===== src/rtl/pc_stack_ctrl.sv =====
// pc_stack_ctrl: program-counter sequencer with a hardware return stack for a single-cycle core
module pc_stack_ctrl #(
   parameter int              PC_W      = 11,
   parameter int              STK_DEPTH = 16,
   parameter logic [PC_W-1:0] RESET_VEC = 11'h000,
   parameter logic [PC_W-1:0] IRQ_VEC   = 11'h004,
   parameter bit              STVREN    = 1'b0
) (
   input  logic            clk,
   input  logic            rst,
   input  logic            stall,
   input  logic            irq_take,
   input  logic            ret,
   input  logic            call,
   input  logic            jump,
   input  logic [PC_W-1:0] target,
   input  logic            bra,
   input  logic [8:0]      bra_off,
   input  logic            skip,
   input  logic            flag_clr,
   output logic [PC_W-1:0] Rom_addr_out,
   output logic [4:0]      stk_depth,
   output logic            stk_ovf,
   output logic            stk_unf,
   output logic            stk_rst_req
);
   localparam int PTR_W = $clog2(STK_DEPTH);
   localparam int DEP_W = 5;
   localparam logic [DEP_W-1:0] FULL = DEP_W'(STK_DEPTH);

   logic [PC_W-1:0]  r_pc;
   logic [PTR_W-1:0] r_wp;
   logic [DEP_W-1:0] r_depth;
   logic             r_ovf;
   logic             r_unf;
   logic             r_rst_req;
   logic [PC_W-1:0]  r_stk [STK_DEPTH];

   logic             w_push;
   logic             w_pop;
   logic             w_ovf;
   logic             w_unf;
   logic             w_fault_rst;
   logic [PTR_W-1:0] w_wp_dec;
   logic [PC_W-1:0]  w_pc_inc;
   logic [PC_W-1:0]  w_push_val;
   logic [PC_W-1:0]  w_ret_addr;
   logic [PC_W-1:0]  w_bra_tgt;
   logic [PC_W-1:0]  w_pc_nxt;
   logic [PTR_W-1:0] w_wp_nxt;
   logic [DEP_W-1:0] w_depth_nxt;

   // Winning action decode, stack fault detection and next-state selection
   always_comb begin
      w_pc_inc    = r_pc + 1'b1;
      w_push      = irq_take | (~ret & call);
      w_pop       = ~irq_take & ret;
      w_push_val  = irq_take ? r_pc : w_pc_inc;
      w_wp_dec    = r_wp - 1'b1;
      w_ret_addr  = r_stk[w_wp_dec];
      w_bra_tgt   = w_pc_inc + {{(PC_W-9){bra_off[8]}}, bra_off};
      w_ovf       = w_push & (r_depth == FULL);
      w_unf       = w_pop & (r_depth == '0);
      w_fault_rst = STVREN & (w_ovf | w_unf);
      w_pc_nxt    = ((w_ovf & STVREN) | w_unf) ? RESET_VEC :
                    irq_take                   ? IRQ_VEC :
                    ret                        ? w_ret_addr :
                    (call | jump)              ? target :
                    bra                        ? w_bra_tgt :
                    skip                       ? r_pc + PC_W'(2) :
                                                 w_pc_inc;
      w_wp_nxt    = w_fault_rst        ? '0 :
                    w_push             ? r_wp + 1'b1 :
                    (w_pop & ~w_unf)   ? w_wp_dec :
                                         r_wp;
      w_depth_nxt = (w_ovf & STVREN)   ? '0 :
                    w_ovf              ? r_depth :
                    w_push             ? r_depth + 1'b1 :
                    (w_pop & ~w_unf)   ? r_depth - 1'b1 :
                                         r_depth;
   end

   // PC, pointer, depth and sticky flags; a fault set beats a simultaneous clear
   always_ff @(posedge clk or posedge rst) begin
      if (rst) begin
         r_pc      <= RESET_VEC;
         r_wp      <= '0;
         r_depth   <= '0;
         r_ovf     <= 1'b0;
         r_unf     <= 1'b0;
         r_rst_req <= 1'b0;
      end else if (!stall) begin
         r_pc      <= w_pc_nxt;
         r_wp      <= w_wp_nxt;
         r_depth   <= w_depth_nxt;
         r_ovf     <= w_ovf | (r_ovf & ~flag_clr);
         r_unf     <= w_unf | (r_unf & ~flag_clr);
         r_rst_req <= w_fault_rst;
      end else begin
         r_rst_req <= 1'b0;
      end
   end

   // Return-stack storage; every push writes, overflow simply wraps onto the oldest entry
   always_ff @(posedge clk) begin
      if (!stall && w_push) r_stk[r_wp] <= w_push_val;
   end

   assign Rom_addr_out = r_pc;
   assign stk_depth    = r_depth;
   assign stk_ovf      = r_ovf;
   assign stk_unf      = r_unf;
   assign stk_rst_req  = r_rst_req;
endmodule

===== config.mk =====
export PLATFORM = sky130hd
export DESIGN_NAME = pc_stack_ctrl
export DESIGN_NICKNAME = d
export VERILOG_FILES = /design/src/rtl/pc_stack_ctrl.sv
export SDC_FILE = /design/constraint.sdc
export NUM_CORES = 1
export LEC_CHECK = 0
export CORE_MARGIN = 1.5
export CORE_UTILIZATION = 48
export CTS_BUF_LIST = sky130_fd_sc_hd__clkbuf_4 sky130_fd_sc_hd__clkbuf_8
export CTS_CLUSTER_DIAMETER = 150
export DETAILED_ROUTE_END_ITERATION = 8
export GPL_ROUTABILITY_DRIVEN = 1
export GPL_TIMING_DRIVEN = 1
export MAX_ROUTING_LAYER = met4
export PLACE_DENSITY = 0.74
export SETUP_SLACK_MARGIN = 0.2
export SLEW_MARGIN = 20
export SYNTH_ARGS = -nofsm -noshare
export SYNTH_HDL_FRONTEND = slang
export SYNTH_SLANG_ARGS = --single-unit

===== constraint.sdc =====
create_clock -name clk -period 3.9 [get_ports clk]
set_input_delay 0.78 -clock clk [delete_from_list [all_inputs] [get_ports clk]]
set_output_delay 0.78 -clock clk [all_outputs]
set_load 0.02 [all_outputs]

# [Yosys cells after proc, flatten, opt, wreduce, memory -nomap -nowiden]
# Memory sizes are Yosys's and may differ from the RTL's.
# Index checks and enable logic that the tools add are counted.
[totals] reg_bits=22 mem_bits_rw=176 input_bits=30 memories=1
[op_classes] addsub=7 eq_ne=1 muxes=13 bitwise_logic=17 reduce_logical=6
[memory_table] name="r_stk" words=16 width=11 read_ports=1 rd_ports_with_merged_regs=0 wr=1 line_no="37" rtl="logic [PC_W-1:0] r_stk [STK_DEPTH];"
[ops] operator="11-bit 2-to-1 mux" n=7
[ops] operator="11-bit by 1-bit adder with 11-bit output (second input constant)" n=1
[ops] operator="11-bit adder" n=1
[ops] operator="11-bit by 2-bit adder with 11-bit output (second input constant)" n=1
[ops] operator="5-bit 2-to-1 mux" n=2
[ops] operator="4-bit 2-to-1 mux" n=2
[ops] operator="1-bit bitwise AND" n=7
[ops] operator="1-bit NOT" n=6
[ops] operator="5-bit by 1-bit adder with 5-bit output (second input constant)" n=1
[ops] operator="5-bit equality test (second input constant)" n=1
[ops] operator="5-bit zero test" n=1
[ops] operator="5-bit by 1-bit subtractor with 5-bit output (second input constant)" n=1
[ops] operator="4-bit by 1-bit adder with 4-bit output (second input constant)" n=1
[ops] operator="1-bit bitwise OR" n=4
[ops] operator="4-bit by 1-bit subtractor with 4-bit output (second input constant)" n=1
[ops] operator="3-bit AND reduction" n=1
[ops] operator="1-bit 2-to-1 mux" n=2
[ops] operator="2-bit AND reduction" n=1
[ops] operator="2-bit nonzero test" n=1
[ops] operator="1-bit logical AND" n=1
[ops] operator="1-bit zero test" n=1

# [Longest topological paths before layout]
# Gate-level depths: netlist of run 1.
[logic_depth] word_depth=7 ltp_mapped=12 depth_no_buf=11

# [Worst setup path after synthesis of run 1]
# OpenSTA, ideal clock, no wires.
[synth_path] path_type="input port to flip-flop" start="input port ret" end="memory r_stk[3][0], enable pin" setup_ps=393 t_arrival_ps=2449 t_required_ps=3507 slack_ps=1058 stages=7 n_path_buf=1 cell_sequence="inv_1 > a21o_1 > clkbuf_1 > inv_1 > nor2_1 > nand2_1 > nor3_1"
[synth_via] elab_chain_cells=6
[synth_rtl] item="start, declared" line_no="13" rtl="input logic ret,"
[synth_rtl] item="1-bit NOT" line_no="56" rtl="w_push = irq_take | (~ret & call);"
[synth_rtl] item="1-bit bitwise AND" line_no="56"
[synth_rtl] item="1-bit bitwise OR" line_no="56"
[synth_rtl] item="1-bit logical AND" line_no="106" rtl="if (!stall && w_push) r_stk[r_wp] <= w_push_val;"
[synth_rtl] item="1-bit 2-to-1 mux" line_no="106"
[synth_rtl] item="1-bit 2-to-1 mux (not written as such)" line_no="106"
[synth_rtl] item="end, declared" line_no="37"
# Every way passes these cells.

# [Final worst setup path of run 1]
[layout_path] start="register r_pc[1] (netlist: Rom_addr_out[1])" end="register r_pc[7] (netlist: Rom_addr_out[7])"
[layout_via] elab_chain_cells=7 word_cells_on_any_way=9
[layout_rtl] item="start, declared" line_no="31" rtl="logic [PC_W-1:0] r_pc;"
[layout_rtl] item="start signal, assigned" line_no="93" rtl="r_pc <= w_pc_nxt;"
[layout_rtl] item="11-bit by 1-bit adder with 11-bit output or 11-bit by 2-bit adder with 11-bit output (tied branches)" line_no="55, 70"
[layout_rtl] item="11-bit adder or 11-bit 2-to-1 mux (tied branches)" line_no="61, 70"
[layout_rtl] item="11-bit 2-to-1 mux *" line_no="69" rtl="bra ? w_bra_tgt :"
[layout_rtl] item="11-bit 2-to-1 mux *" line_no="68" rtl="(call | jump) ? target :"
[layout_rtl] item="11-bit 2-to-1 mux *" line_no="67" rtl="ret ? w_ret_addr :"
[layout_rtl] item="11-bit 2-to-1 mux *" line_no="66" rtl="irq_take ? IRQ_VEC :"
[layout_rtl] item="11-bit 2-to-1 mux *" line_no="65" rtl="w_pc_nxt = ((w_ovf & STVREN) | w_unf) ? RESET_VEC :"
# Every way passes the cells marked *; elsewhere a longest branch is shown, timed or not.
# A chain may end at the register's enable or synchronous reset.

==> impl_metrics.csv, run 1 <==
group,metric,value,unit
clocking,cts_root_buffer,"clkbuf_8",
setup_path,crit_slowest_cell,"dfrtp_1",
grt,grtUsageTotal,0.237,
setup_path,critPathCapture,"Rom_addr_out[7]",
floorplan,die-area,20000,µm²
clocking,cts_max_level,4,
drt,ant_nets,0,
setup_path,cpLargestDelayFamily,"compound AO/OA/AOI/OAI gates",
drt,first_iter_violations,585,
grt,grt_max_degree,49,
finish,drive_above_1_share,0.180,
place,io_buffers,47,
min_path,worstHoldStart,"stk_unf",
synth,syn-num-nets,691,
clocking,cts.repair.resized,0,
synth,syn_avg_cell_area,14.4,µm²
setup_path,cp_num_cells,10,
sta,fin_hold_ws,512,ps
synth,ys_warn_count,0,
floorplan,initial_core_util,0.491,
setup_path,reg2regPathDepth,10,
drt,dr_total_vias,5739,
synth,synth_top_area_share,0.575,
grt,antenna_found_initial,0,
clocking,path_clk_slew,90,ps
clocking,cts.path.max_buffers,2,
floorplan,core_area,18700,µm²
place,dpl.hpwl,15200,µm
clocking,post-cts-setup-buffers,0,
synth,synth-seq-cells,198,
setup_path,crit_buf_inv,0,
sta,slew_headroom,0.361,
sta,finalSetupTns,0,ps
min_path,hp-class,"register to register",
pwr,power_leakage,3.79,nW
clocking,clk-insertion-delay-late,460,ps
synth,yosysTopAreaCell,"edfxtp_1",
synth,async_reset_ff_frac,0.111,
sta,worstMarginPinSlew,955,ps
setup_path,crit_start,"Rom_addr_out[1]",
setup_path,cp-end-kind,"register",
finish,final_nets,767,
setup_path,path_max_fanout,7,
synth,syn_area,9180,µm²
flow_run,drv_cap,0,
sta,maxClockFrequency,323,MHz
synth,syn_inst,639,
floorplan,die_y,141,µm
sta,skew,9.99,ps
sta,fin_crit_sh,0.795,
clocking,clock-sinks,198,
floorplan,ios,49,
synth,ys_top_cells_by_area,"edfxtp_1, mux4_2, dfrtp_1",
grt,grt_pass1_wl,33800,µm
setup_path,crit_path_max_incr_delay,480,ps
floorplan,fp.dieW,141,µm
place,gp_congestion,0.927,
drt,route.detailed.drc,0,
setup_path,cp.required,4250,ps
sta,finalMaxSlewViolations,0,
clocking,cts_hold_buf,0,
finish,area_delta_synth_final,15.0,%
clocking,cts_buffers,17,
sta,fin_crit,3100,ps
setup_path,worstSetupPathType,"register to register",
setup_path,worstSetupStartpointType,"register",
clocking,cts_tree,"built",
synth,ys.flop_type,"edfxtp_1",
setup_path,timing.rr.end,"Rom_addr_out[7]",
drt,firstDrtPassIters,5,
grt,overflow,0,
sta,setup_viol,0,
setup_path,path_cells,"ha_1, nand3_1, xnor2_1, ha_1, a21o_1, a211oi_1, o21ai_0, xnor2_1, nand3_1, a221o_1",
synth,yosysSeqAreaShare,0.635,
setup_path,r2r-start,"Rom_addr_out[1]",
setup_path,rrSetupSlack,800,ps
synth,synth_cell_types,50,
drt,vias_per_cell,5.97,
sta,hold_violations,0,
pwr,total_power,8.02,mW
grt,grt_pass1_vias,5836,
pwr,power.density,760,nW/µm²
finish,num_antenna_cells,0,
drt,wl_per_cell,22.6,µm
run_status,status,"complete, no violations",
sta,rsz0062_at_grt,"no",
drt,wl,21800,µm
pwr,vdd_drop_max,0.000435,V
synth,synth_edf_count,176,
setup_path,worstPathArrival,3450,ps
floorplan,rows,50,
==> layout make-up <==
class	instances	area [µm²]
Sequential cell	198	5840
Clock inverter	8	128
Inverter	15	56.3
Timing Repair Buffer	92	808
Tap cell	234	293
Fill cell	1417	8150
Clock buffer	24	293
Multi-Input combinational cell	391	3140
==> worst min-delay path by stage <==
stage | slack, ps | cells past startpoint | end
after detailed placement | 490 | 2 | stk_unf
after global placement | 480 | 2 | stk_unf
after CTS | 510 | 2 | stk_unf
after floorplan | 580 | 2 | stk_unf
final | 510 | 2 | stk_unf
after global routing | 540 | 1 | stk_ovf
==> power breakdown <==
| part | switching, mW | internal, mW |
|---|---|---|
| clock | 0.670 | 0.698 |
| combinational | 2.13 | 1.51 |
| sequential | 0.249 | 2.77 |
| total | 3.05 | 4.98 |
==> worst reg2reg max path, cell delays in order, from the launching register on <==
cell and delay [ps]:
dfrtp_1 480, ha_1 270, nand3_1 250, xnor2_1 210
ha_1 350, a21o_1 200, a211oi_1 420, o21ai_0 200
xnor2_1 180, nand3_1 90, a221o_1 350
==> state kept, by name (all words and copies together) (netlist names) <==
signal	cells
r_stk	176
stk_depth	5
r_wp	4
stk_ovf	1
stk_unf	1
Rom_addr_out	11
==> metal layers <==
layer / global-route usage / vias to the layer above / wire length, µm
met5: - / - / 0
met4: 0.0833 / 0 / 532
met3: 0.0442 / 35 / 1630
met2: 0.372 / 263 / 10500
met1: 0.314 / 2864 / 9120
li1: - / 2577 / -
==> stage by stage <==
step,cell area [µm²],setup WS (ps),std cells,utilization
finish,10600,801,962,0.564
global route,10600,534,962,0.564
global placement,10100,570,930,0.542
CTS,10600,813,962,0.564
detailed placement,10100,572,930,0.542
floorplan,9180,1060,639,-
==> synthesized netlist by cell type, drive strengths merged, types with 2 or more instances <==
library cell,number
a21o,7
mux2i,11
nor3,12
nand2,74
inv,15
fa,2
nor4,2
o2111ai,3
xor2,23
a31oi,6
nand2b,5
o31ai,3
buf,18
nand4,9
nor2,43
and3,6
nor2b,2
o21ai,24
a21oi,18
ha,20
o211ai,4
dfrtp,22
a221o,4
a211oi,5
edfxtp,176
clkbuf,17
mux4,40
xnor2,25
or2,5
a22oi,2
nand3,21
a32o,2
==> layout by cell type, fill, tap and decap left out, types with 19 or more instances in the layout <==
cell type        synthesis  layout
dfrtp_1                 22      21
o21ai_0                 24      24
mux4_2                  40      40
nand2_1                 74      74
nor2_1                  43      43
xor2_1                  22      22
ha_1                    20      19
edfxtp_1               176     176
xnor2_1                 25      25
nand3_1                 21      21
buf_4                    5      45
clkdlybuf4s50_1          0      47
==> cells by family (layout without fill, tap and decap cells) <==
group                    count (synthesis)  count (layout)  share of synthesized area
AO/OA/AOI/OAI                           88              88                     0.0638
XOR/XNOR                                48              48                     0.0466
adder cells (fa/ha/maj)                 22              22                     0.0316
buffers and inverters                   50             139                     0.0247
flip-flops                             198             198                      0.635
multiplexers                            52              52                      0.111
other                                    1               1                   0.000408
AND/OR/NAND/NOR                        180             180                     0.0862
Power figures use the tool's default switching activity.
==> inputs of run 2 (changes only) <==
--- a/config.mk
+++ b/config.mk
@@ -13,7 +13,7 @@
 export GPL_ROUTABILITY_DRIVEN = 1
 export GPL_TIMING_DRIVEN = 1
 export MAX_ROUTING_LAYER = met4
-export PLACE_DENSITY = 0.74
+export PLACE_DENSITY = 0.77
 export SETUP_SLACK_MARGIN = 0.2
 export SLEW_MARGIN = 20
 export SYNTH_ARGS = -nofsm -noshare
==> constraint.sdc (replaced) <==
create_clock -name clk -period 2.6 [get_ports clk]
set_input_delay 0.52 -clock clk [delete_from_list [all_inputs] [get_ports clk]]
set_output_delay 0.52 -clock clk [all_outputs]
set_load 0.02 [all_outputs]
==> impl_metrics.csv, run 2 (synthesis gave the netlist of run 1 again) <==
group,metric,value,unit
run_status,status,"complete, no violations",
grt,overflow,0,
setup_path,worstSetupPathType,"register to register",
floorplan,initial_core_util,0.491,
flow_run,drv_cap,0,
finish,num_antenna_cells,0,
grt,antenna_found_initial,0,
drt,wl,22700,µm
floorplan,ios,49,
setup_path,crit_start,"Rom_addr_out[1]",
sta,fin_crit_sh,0.955,
pwr,power_leakage,4.20,nW
floorplan,rows,50,
drt,firstDrtPassIters,8,
floorplan,die-area,20000,µm²
sta,worstMarginPinSlew,709,ps
finish,multi_input_area,3470,µm²
clocking,cts.path.max_buffers,2,
clocking,cts_hold_buf,0,
clocking,clock-sinks,198,
finish,area_delta_synth_final,25.4,%
setup_path,cp.required,3000,ps
clocking,path_clk_slew,100,ps
setup_path,rrSetupSlack,120,ps
setup_path,worstPathArrival,2880,ps
floorplan,die_y,141,µm
setup_path,path_max_fanout,4,
setup_path,critPathCapture,"Rom_addr_out[8]",
min_path,hp-class,"input pin to asynchronous set/reset pin",
finish,regMostFlops,"r_stk",
grt,grt_max_degree,49,
drt,first_iter_violations,543,
sta,hold_violations,0,
drt,ant_nets,0,
floorplan,fp.dieW,141,µm
grt,grtUsageTotal,0.243,
sta,skew,11.3,ps
clocking,cts_max_level,4,
setup_path,reg2regPathDepth,11,
place,gp_congestion,0.872,
sta,slew_headroom,0.525,
clocking,cts_buffers,17,
setup_path,r2r-start,"Rom_addr_out[1]",
clocking,cts_tree,"built",
sta,maxClockFrequency,403,MHz
finish,largest_reg_flops,176,
place,dpl.hpwl,15500,µm
pwr,vdd_drop_max,0.000637,V
drt,wl_per_cell,22.2,µm
setup_path,cp-end-kind,"register",
drt,route.detailed.drc,0,
pwr,power.density,1170,nW/µm²
clocking,cts_root_buffer,"clkbuf_8",
finish,fillers,1355,
finish,final_cells,1024,
sta,setup_viol,0,
sta,fin_hold_ws,451,ps
setup_path,timing.rr.end,"Rom_addr_out[8]",
drt,dr_total_vias,6034,
sta,fin_crit,2480,ps
drt,vias_per_cell,5.89,
grt,grt_pass1_vias,6276,
finish,most-common-layout-cells,"edfxtp_1, buf_4, nand2_1, clkdlybuf4s50_1",
grt,grt_pass1_wl,34900,µm
place,io_buffers,47,
place,dp.cells,976,
finish,fin_util,0.616,
sta,rsz0062_at_grt,"yes",
sta,finalMaxSlewViolations,0,
floorplan,core_area,18700,µm²
finish,drive_above_1_share,0.300,
setup_path,worstSetupStartpointType,"register",
finish,final_common_cell,"edfxtp_1",
finish,seqCellArea,5840,µm²
finish,final_nets,829,
clocking,clk-insertion-delay-late,470,ps
[run 2: changes by cell type in the layout (fill, tap and decap cells not counted), moves of 6 or more]
cell     change
xor2_1       -7
xor2_2       +6
buf_12       +7
ha_1         -6
ha_4         +7
xnor2_1      -6
buf_4       +49
[run 2: worst max-delay path, cell delays in order (launching register included)]
cell and delay (ps):
dfrtp_2 430, ha_4 180, nand4_1 120, buf_4 180
xnor2_2 190, ha_4 240, and3_1 140, a22o_1 250
a2111oi_4 250, nand2_1 90, a41o_1 230, a31oi_1 120
[run 2: power breakdown]
| part | switching [mW] | internal (mW) |
|---|---|---|
| registers | 0.360 | 4.17 |
| logic | 3.58 | 3.18 |
| clock network | 1.04 | 1.11 |
| total | 4.98 | 8.47 |
[run 2: timing repair]
item                                    in CTS  in global routing
gates cloned                                 1                  0
endpoints found under the setup margin      58                 30
setup buffers                               10                  5
pin swaps                                   15                  8
resized for setup                           20                 28
[run 2: final cells by class]
class	instances	area share
Clock buffer	22	0.0236
Sequential cell	198	0.507
Multi-Input combinational cell	391	0.302
Timing Repair Buffer	154	0.122
Inverter	15	0.00522
Tap cell	234	0.0254
Clock inverter	10	0.0149
[run 2: how the worst min path moves through the flow]
stage	from	end	depth (start not counted)
after detailed placement	stk_unf	stk_unf	2
final	rst	stk_depth[4]	2
after global placement	stk_unf	stk_unf	2
after global routing	rst	stk_depth[4]	2
after floorplan	rst	Rom_addr_out[10]	1
after CTS	rst	stk_depth[4]	2
[run 2: per-layer routing]
metal  global-route usage  wire length, µm
met3               0.0402             1610
met1                0.314             9490
met2                0.394            11000
met5                    -                0
met4               0.0850              609
[run 2: through the flow]
step	area, µm²	TNS (ps)	setup WS [ps]	total power, mW
6_report	11500	0	117	13.4
5_1_grt	11500	0	3.81	14.1
4_1_cts	11300	0	92.4	13.1
3_5_place_dp	10600	-20720	-199	10.6
3_3_place_gp	10600	-3720	-119	10.4
2_1_floorplan	9320	0	123	8.39
==> inputs of run 3 (changes only) <==
--- a/config.mk
+++ b/config.mk
@@ -14,6 +14,7 @@
 export GPL_TIMING_DRIVEN = 1
 export MAX_ROUTING_LAYER = met4
 export PLACE_DENSITY = 0.77
+export REMOVE_ABC_BUFFERS = 1
 export SETUP_SLACK_MARGIN = 0.2
 export SLEW_MARGIN = 20
 export SYNTH_ARGS = -nofsm -noshare
==> impl_metrics.csv, run 3 (synthesis gave the netlist of run 1 again) <==
group,metric,value,unit
clocking,cts_buffers,17,
run_status,violations,"negative setup slack",
sta,fin_crit,2650,ps
sta,maxClockFrequency,377,MHz
clocking,cts_tree,"built",
sta,slew_headroom,0.425,
floorplan,initial_core_util,0.491,
pwr,comb_power_share,0.512,
pwr,internal-power,8.01,mW
sta,fin_ws,-50.4,ps
grt,grt_pass1_wl,34600,µm
grt,overflow,0,
finish,largest_reg_flops,176,
drt,wl,22200,µm
floorplan,ios,49,
grt,grtUsageTotal,0.241,
pwr,clockPowerShare,0.147,
sta,finalMaxSlewViolations,0,
setup_path,cpLargestDelayFamily,"compound AO/OA/AOI/OAI gates",
finish,most-common-layout-cells,"edfxtp_1, buf_4, nand2_1, clkdlybuf4s50_1, nor2_1",
finish,drive_above_1_share,0.300,
setup_path,path_cells,"buf_6, ha_4, buf_6, xor2_2, ha_1, and3_4, a211oi_4, o21ai_2, xnor2_1, nand3_1, a221o_1",
clocking,clock-sinks,198,
setup_path,reg2regPathDepth,11,
place,gp_congestion,0.941,
setup_path,rrSetupSlack,-50,ps
floorplan,die-area,20000,µm²
pwr,vdd_drop_max,0.000666,V
place,io_buffers,47,
pwr,swShare,0.381,
finish,regMostFlops,"r_stk",
sta,setup_viol,2,
drt,firstDrtPassIters,5,
drt,wl_per_cell,21.4,µm
run_status,status,"complete, but fails checks",
floorplan,die_y,141,µm
clocking,path_clk_slew,110,ps
floorplan,core_area,18700,µm²
finish,num_antenna_cells,0,
sta,rsz0062_at_grt,"yes",
drt,dr_total_vias,6040,
sta,fin_crit_sh,1.02,
grt,grt_max_degree,45,
clocking,cts_root_buffer,"clkbuf_8",
setup_path,crit_buf_inv,2,
floorplan,rows,50,
pwr,seq_power_share,0.342,
setup_path,worstPathArrival,3010,ps
clocking,clk-insertion-delay-late,470,ps
sta,skew,17.6,ps
min_path,hp-class,"input pin to asynchronous set/reset pin",
finish,fin_util,0.610,
place,dpl.hpwl,15400,µm
setup_path,crit_path_max_incr_delay,420,ps
clocking,cts_hold_buf,0,
drt,first_iter_violations,435,
sta,worstMarginPinSlew,862,ps
grt,antenna_found_initial,0,
drt,vias_per_cell,5.84,
clocking,cts_max_level,4,
drt,route.detailed.drc,0,
sta,hold_violations,0,
clocking,cts.path.max_buffers,2,
pwr,total_power,12.9,mW
finish,area_delta_synth_final,24.3,%
finish,final_common_cell,"edfxtp_1",
finish,final_nets,840,
floorplan,fp.dieW,141,µm
setup_path,worstSetupStartpointType,"register",
pwr,power.density,1130,nW/µm²
grt,grt_pass1_vias,6292,
setup_path,crit_top_cell,"buf_6",
setup_path,cp.required,2960,ps
drt,ant_nets,0,
setup_path,timing.rr.end,"Rom_addr_out[7]",
setup_path,cp-end-kind,"register",
setup_path,crit_slowest_cell,"dfrtp_1",
flow_run,drv_cap,0,
setup_path,r2r-start,"Rom_addr_out[1]",
setup_path,worstSetupPathType,"register to register",
pwr,power_leakage,4.23,nW
sta,fin_hold_ws,399,ps
setup_path,path_max_fanout,3,
pwr,p_sw,4.93,mW
==> run 3: cell types whose count changed in the layout (fill, tap and decap cells not counted), moves of 3 or more <==
cell | previous run | this run
nor3_2 | 6 | 1
buf_6 | 5 | 9
ha_2 | 0 | 3
nor3_1 | 6 | 11
inv_8 | 1 | 4
bufinv_16 | 4 | 1
buf_4 | 94 | 104
clkbuf_4 | 5 | 0
dfrtp_2 | 6 | 3
dfrtp_1 | 16 | 19
ha_4 | 7 | 2
==> run 3: layout make-up <==
cell class                 instances  area, µm²
clock buffer                      17        234
clock inverter                    15        143
fill                            1328       7290
inverter                          15       56.3
multi-input combinational        391       3400
sequential                       198       5840
tap                              234        293
timing repair buffer             165       1460
==> run 3: how the worst max path moves through the flow <==
| stage | startpoint | end | slack (ps) | cells after the start |
|---|---|---|---|---|
| 2_1_floorplan | r_wp[0] | Rom_addr_out[0] | -1990 | 8 |
| 3_3_place_gp | bra_off[0] | Rom_addr_out[10] | -350 | 9 |
| 3_5_place_dp | bra_off[0] | Rom_addr_out[10] | -400 | 9 |
| 4_1_cts | Rom_addr_out[1] | Rom_addr_out[7] | 7 | 11 |
| 5_1_grt | Rom_addr_out[1] | Rom_addr_out[9] | -80 | 13 |
| 6_report | Rom_addr_out[1] | Rom_addr_out[7] | -50 | 11 |
==> run 3: routing by layer <==
layer / track usage / vias up / routed length (µm)
li1: - / 2711 / -
met3: 0.0456 / 70 / 1520
met1: 0.305 / 2981 / 8860
met5: - / - / 0
met4: 0.103 / 0 / 790
met2: 0.384 / 278 / 11000
==> run 3: power groups by stage <==
stage | sequential, mW | combinational, mW | clock, mW
global placement | 4.48 | 5.72 | 0
detailed placement | 4.51 | 5.89 | 0
CTS | 4.41 | 6.39 | 1.93
finish | 4.42 | 6.62 | 1.90
floorplan | 4.79 | 3.24 | 0
global route | 4.46 | 7.11 | 2.03
==> run 3: worst reg2reg max path: stages (launching register included) <==
cell and delay, ps:
dfrtp_1 420, buf_6 130, ha_4 170, buf_6 120, xor2_2 140, ha_1 350, and3_4 200, a211oi_4 240
o21ai_2 90, xnor2_1 210, nand3_1 160, a221o_1 310
==> run 3: stage by stage <==
stage	cell area [µm²]	TNS (ps)	setup WS (ps)	std cells
finish	11400	-63.9	-50.4	1035
global route	11400	-210	-78.2	1035
CTS	11300	0	7.05	1032
detailed placement	10600	-15650	-402	984
global placement	10600	-4640	-353	984
floorplan	9010	-119670	-1990	604
==> run 3: what timing repair did <==
| action | 4_1_cts | 5_1_grt |
|---|---|---|
| setup endpoints to repair | 73 | 28 |
| buffers inserted | 16 | 3 |
| pin swaps | 38 | 13 |
| resized for setup | 42 | 22 |
